==> config.mk <==
export PLATFORM = sky130hd
export DESIGN_NAME = fetch_execute_stage
export DESIGN_NICKNAME = d
export VERILOG_FILES = /design/src/rtl/fetch_execute_stage.sv
export SDC_FILE = /design/constraint.sdc
export NUM_CORES = 2
export LEC_CHECK = 0
export BUFFER_PORTS_ARGS = -buffer_cell sky130_fd_sc_hd__buf_2
export CAP_MARGIN = 40
export CORE_ASPECT_RATIO = 0.9
export CORE_UTILIZATION = 30
export CTS_CLUSTER_DIAMETER = 30
export DETAILED_ROUTE_END_ITERATION = 16
export PLACE_DENSITY = 0.44
export SETUP_SLACK_MARGIN = 0.2
export SLEW_MARGIN = 20
export SYNTH_ARGS = -nofsm -noshare
export SYNTH_HDL_FRONTEND = slang
export SYNTH_SLANG_ARGS = --single-unit
==> constraint.sdc <==
create_clock -name clk -period 15 [get_ports clk]
set_input_delay 3 -clock clk [delete_from_list [all_inputs] [get_ports clk]]
set_output_delay 3 -clock clk [all_outputs]
set_load 0.05 [all_outputs]
==> src/rtl/fetch_execute_stage.sv <==
// Fetch/execute front end of a single-cycle MIPS datapath: PC, word-addressed imem, next-PC select and ALU.
module fetch_execute_stage #(
  parameter int IMEM_AW   = 6,
  parameter     IMEM_FILE = "imem.hex"
) (
  input  logic               clk,
  input  logic               reset,
  input  logic               pc_write,
  input  logic               jump,
  input  logic               branch,
  input  logic               alu_src,
  input  logic [1:0]         alu_op,
  input  logic [3:0]         funct_c,
  input  logic [31:0]        sign_ext,
  input  logic [31:0]        mem1_read,
  input  logic [31:0]        mem2_read,
  input  logic               imem_we,
  input  logic [IMEM_AW-1:0] imem_waddr,
  input  logic [31:0]        imem_wdata,
  output logic [31:0]        pc,
  output logic [31:0]        inst,
  output logic [31:0]        if_out,
  output logic [31:0]        alu_result,
  output logic               zero,
  output logic [31:0]        mx2
);
  localparam int DEPTH = 1 << IMEM_AW;

  logic [31:0] pc_q, pc_d;
  logic [31:0] imem_q [DEPTH];
  logic [31:0] br_tgt, jmp_tgt, alu_b;

  // Memory is deliberately outside the reset domain so a reset never wipes a loaded program.
  always_ff @(posedge clk) begin
    if (imem_we) imem_q[imem_waddr] <= imem_wdata;
  end

  always_ff @(posedge clk or negedge reset) begin
    if (!reset)        pc_q <= 32'h0;
    else if (pc_write) pc_q <= pc_d;
  end

  assign pc      = pc_q;
  assign inst    = imem_q[pc_q[IMEM_AW+1:2]];
  assign if_out  = pc_q + 32'd4;
  assign br_tgt  = if_out + (sign_ext << 2);
  assign mx2     = (branch && zero) ? br_tgt : if_out;
  assign jmp_tgt = {if_out[31:28], inst[25:0], 2'b00};
  assign pc_d    = jump ? jmp_tgt : mx2;

  assign alu_b = alu_src ? sign_ext : mem2_read;

  always_comb begin
    alu_result = 32'h0;
    case (alu_op)
      2'b00: alu_result = mem1_read + alu_b;
      2'b01: alu_result = mem1_read - alu_b;
      2'b11: alu_result = mem1_read | alu_b;
      default: begin
        case (funct_c)
          4'b0000: alu_result = mem1_read & alu_b;
          4'b0001: alu_result = mem1_read | alu_b;
          4'b0010: alu_result = mem1_read + alu_b;
          4'b0110: alu_result = mem1_read - alu_b;
          4'b0111: alu_result = ($signed(mem1_read) < $signed(alu_b)) ? 32'd1 : 32'd0;
          4'b1100: alu_result = ~(mem1_read | alu_b);
          default: alu_result = 32'h0;
        endcase
      end
    endcase
  end

  assign zero = (alu_result == 32'h0);
endmodule

==> results.md <==
* Status: completed
* Critical path's top delay family: compound AO/OA/AOI/OAI gates
* Period utilisation layout at 0.847
* Full die area at approximately 300000 sq um
* Area after DPL at a little under 100000 sq um
* Min Hold Slack at 0.549 ns
* Clock Skews at approximately 0.072 ns
* Clk sinks at 2078
* Post-synthesis xor/xnor area fraction at 0.00882
* Largest family of logic cells by synthesized area: multiplexers
* Share of cells above drive strength 1 at 0.366
* Post-CTS setup buffer count at 0
* Adder-cell share of the synthesized area at 0.0197
* Async SR Flop Fraction at 0.0144
* First-pass GRT wire length at about 430000 microns
* Leak at 0.0370 uW
* CP max-delay cell: a21boi_0
* Max Cap Violations at 0
* CP most frequent cell: buf_2
* Initial antenna violation count at 52
* Total CTS buffers at 425
* CTS max path bufs at 4
* RSZ-0062 raised after global routing: false
* Clk Latency, worst-skew pair at 0.91 ns
* Final instance area at ~110000 sq um
* P&R area growth vs syn at 26.5%
* Worst Max-Slew Pin Slew at slightly above 1 ns
* Top FF cell, synth: edfxtp_1
* Initial core utilization at 0.302
* Worst EP required at 12.00 ns
* Compound-Gate Fraction of Synth Area at 0.0398
* Simple-gate portion of the synthesized area at 0.0309
* Via density at 5.31
* Synth Cell Area at 88400 sq um
* DP Wirelength at around 200000 microns
* Root Buffer Master: clkbuf_16
* Total core area at just under 300000 sq um
* Vias at around 50000
* Final Util at 0.383
* Number of flops mapped to enable cells by yosys at 2048
* Wire length per cell at between 30 and 40 microns
* DR iter-0 viols at between 5000 and 6000
* Largest net degree at the start of global routing at 119
* CP endpoint kind: output pin
* Arrival time worst endpoint at 9.70 ns
* Worst-path cell chain: buf_2, buf_4, mux2i_1, inv_1, ha_1, fa_1, o21bai_1, a211oi_1, a21oi_1, o2111ai_1, a21boi_0, nor2_1, a221oi_2, a31oi_1, or4b_1, or4_4, or2_1, o21ai_0, buf_2
* Die Ht at slightly above 500 microns
* Gate Count Post-Synth at approximately 4400
* All-Layer GR Usage at 0.207
* Num ports at ~310
* Gr ovfl total at 0
* FP Rows at about 190
* Yosys cell types at roughly 110
* Final Max Tran Viols at 0
* Max Clock Freq at slightly below 80 MHz
* Routed Antenna Nets at 0
* Crit start category: primary input
* 1st-pass router iterations at 5
* CP bufs+invs at 4
* Worst Hold Class: flip-flop to flip-flop
* Setup tns final at 0 ns
* Final worst setup slack at between 2 and 2.5 ns
* CTS tree: done
* Vias in the first global route at about 50000
* Post-synthesis mux area share at 0.179
* Routed Wire Length at a little over 300000 microns
* Crit path time final at about 13 ns
* Seq cells post-synth at about 2100
* CP max FO at 20
* Max-Slew Margin vs Limit at 0.320
* CTS clk-pin slew, worst paths at around 0.040 ns
* DIE WIDTH at about 570 microns
* Hold buffer count at CTS at 0
* Buffers on Ports at approximately 300
* # setup viols final at 0
* Seq/Total Area, Yosys at 0.704
* Pwr/cell area at 204 nW/um^2
* Resize count post-CTS at 0
* Final net count at roughly 5400
* Final Hold Viols at 0
* DRC violations left at 0
* Slowest stage delay, CP at just over 0.6 ns
* VDD IR-drop max at slightly above 0.2 mV
* Syn. warnings at 0
* CTS HTree Levels at 5
* Setup Crit Path Kind: primary input to output pin
* Syn_area_per_cell at 19.9 sq um
* Post-place setup slack at 2.43 ns
* Routability cong. at about 0.95
## metrics by stage
step / std cells / total power [uW]
floorplan: 4444 / 10800
detailed placement: 8597 / 13300
finish: 9389 / 22800
global placement: 8523 / 13200
CTS: 9373 / 23100
global route: 9383 / 23600
## final timing paths
kind,start,endpoint,slack (ns),cells after the start
min,pc[31],pc[31],0.55,2
min in group asynchronous,reset,pc[23],2.06,1
min reg2reg,pc[31],pc[31],0.55,2
max reg2reg,pc[4],pc[31],8.36,21
max,alu_src,mx2[23],2.30,19
max in group asynchronous,reset,pc[3],12.43,2
## final cells by class
type | count | area [sq um]
fillers | 26600 | 180000
inverters | 128 | 480
flip-flops and latches | 2078 | 62300
repair buffers | 502 | 4140
clock buffers | 474 | 11000
diodes | 8 | 20.0
multi-input cells | 2002 | 25100
well taps | 3895 | 4870
clock inverters | 302 | 3870
## metal layers
layer / part of all wire / track usage
met1: 0.45 / 0.299
met2: 0.46 / 0.322
met3: 0.064 / 0.0375
met5: 0.00032 / 0
met4: 0.025 / 0.0536
## cell usage after synthesis, types with 38 or more instances
library cell / n / area share
mux2i_1: 38 / 0.0043
ha_1: 134 / 0.019
a21oi_1: 97 / 0.0055
nor2_1: 164 / 0.0070
buf_1: 58 / 0.0025
mux4_2: 671 / 0.17
xnor2_1: 66 / 0.0065
inv_1: 126 / 0.0054
nand2_1: 88 / 0.0037
edfxtp_1: 2048 / 0.70
nand3_1: 50 / 0.0028
clkbuf_1: 145 / 0.0062
o21ai_0: 77 / 0.0044
## placed cells by master (no fill, tap or decap), types with 15 or more instances in the layout
master / Yosys / final
inv_6: 0 / 15
a21oi_1: 97 / 97
xor2_1: 23 / 23
clkinv_1: 1 / 46
nor4_1: 23 / 22
mux4_2: 671 / 671
or3_1: 20 / 20
a221o_1: 27 / 27
nand3_1: 50 / 50
clkbuf_16: 0 / 433
mux2i_1: 38 / 38
o21bai_1: 17 / 17
and2_1: 33 / 33
buf_2: 10 / 304
buf_16: 0 / 24
buf_4: 7 / 117
xnor2_1: 66 / 66
clkinvlp_4: 0 / 59
buf_12: 0 / 47
clkinv_4: 0 / 16
bufinv_16: 0 / 81
clkinv_2: 0 / 77
clkbuf_1: 145 / 40
o21ai_0: 77 / 76
inv_1: 126 / 126
edfxtp_1: 2048 / 2048
a211oi_1: 32 / 32
dfrtp_1: 30 / 24
nor3_1: 33 / 32
a22oi_1: 33 / 33
mux2_2: 22 / 22
and3_1: 17 / 17
nand2_1: 88 / 88
nor2_4: 1 / 65
nor2_1: 164 / 99
a21o_1: 29 / 29
ha_1: 134 / 134
nor2b_1: 20 / 20
o22ai_1: 31 / 31
## logic make-up after synthesis
logic type,after synthesis
multiplexers,736
other,1
XOR/XNOR,89
AO/OA/AOI/OAI,501
buffers and inverters,364
adder cells (fa/ha/maj),137
flip-flops,2078
AND/OR/NAND/NOR,533
## worst min-delay path, delay by kind of cell (launching register included)
family,cells,cell delay [ns]
flip-flops,1,0.38
AO/OA/AOI/OAI,1,0.06
AND/OR/NAND/NOR,1,0.07
## power by group
part | total (uW) | internal (uW) | leakage, uW | switching (uW)
Combinational | 6430 | 2450 | 0.0110 | 3970
Clock | 9740 | 6630 | 0.00712 | 3100
Sequential | 6650 | 6470 | 0.0188 | 180
## state kept, by name, summed over array words and instances, names as in the netlist
| signal | count |
|---|---|
| imem_q | 2048 |
| pc | 30 |
No activity file was read; power rests on OpenSTA's default activity.
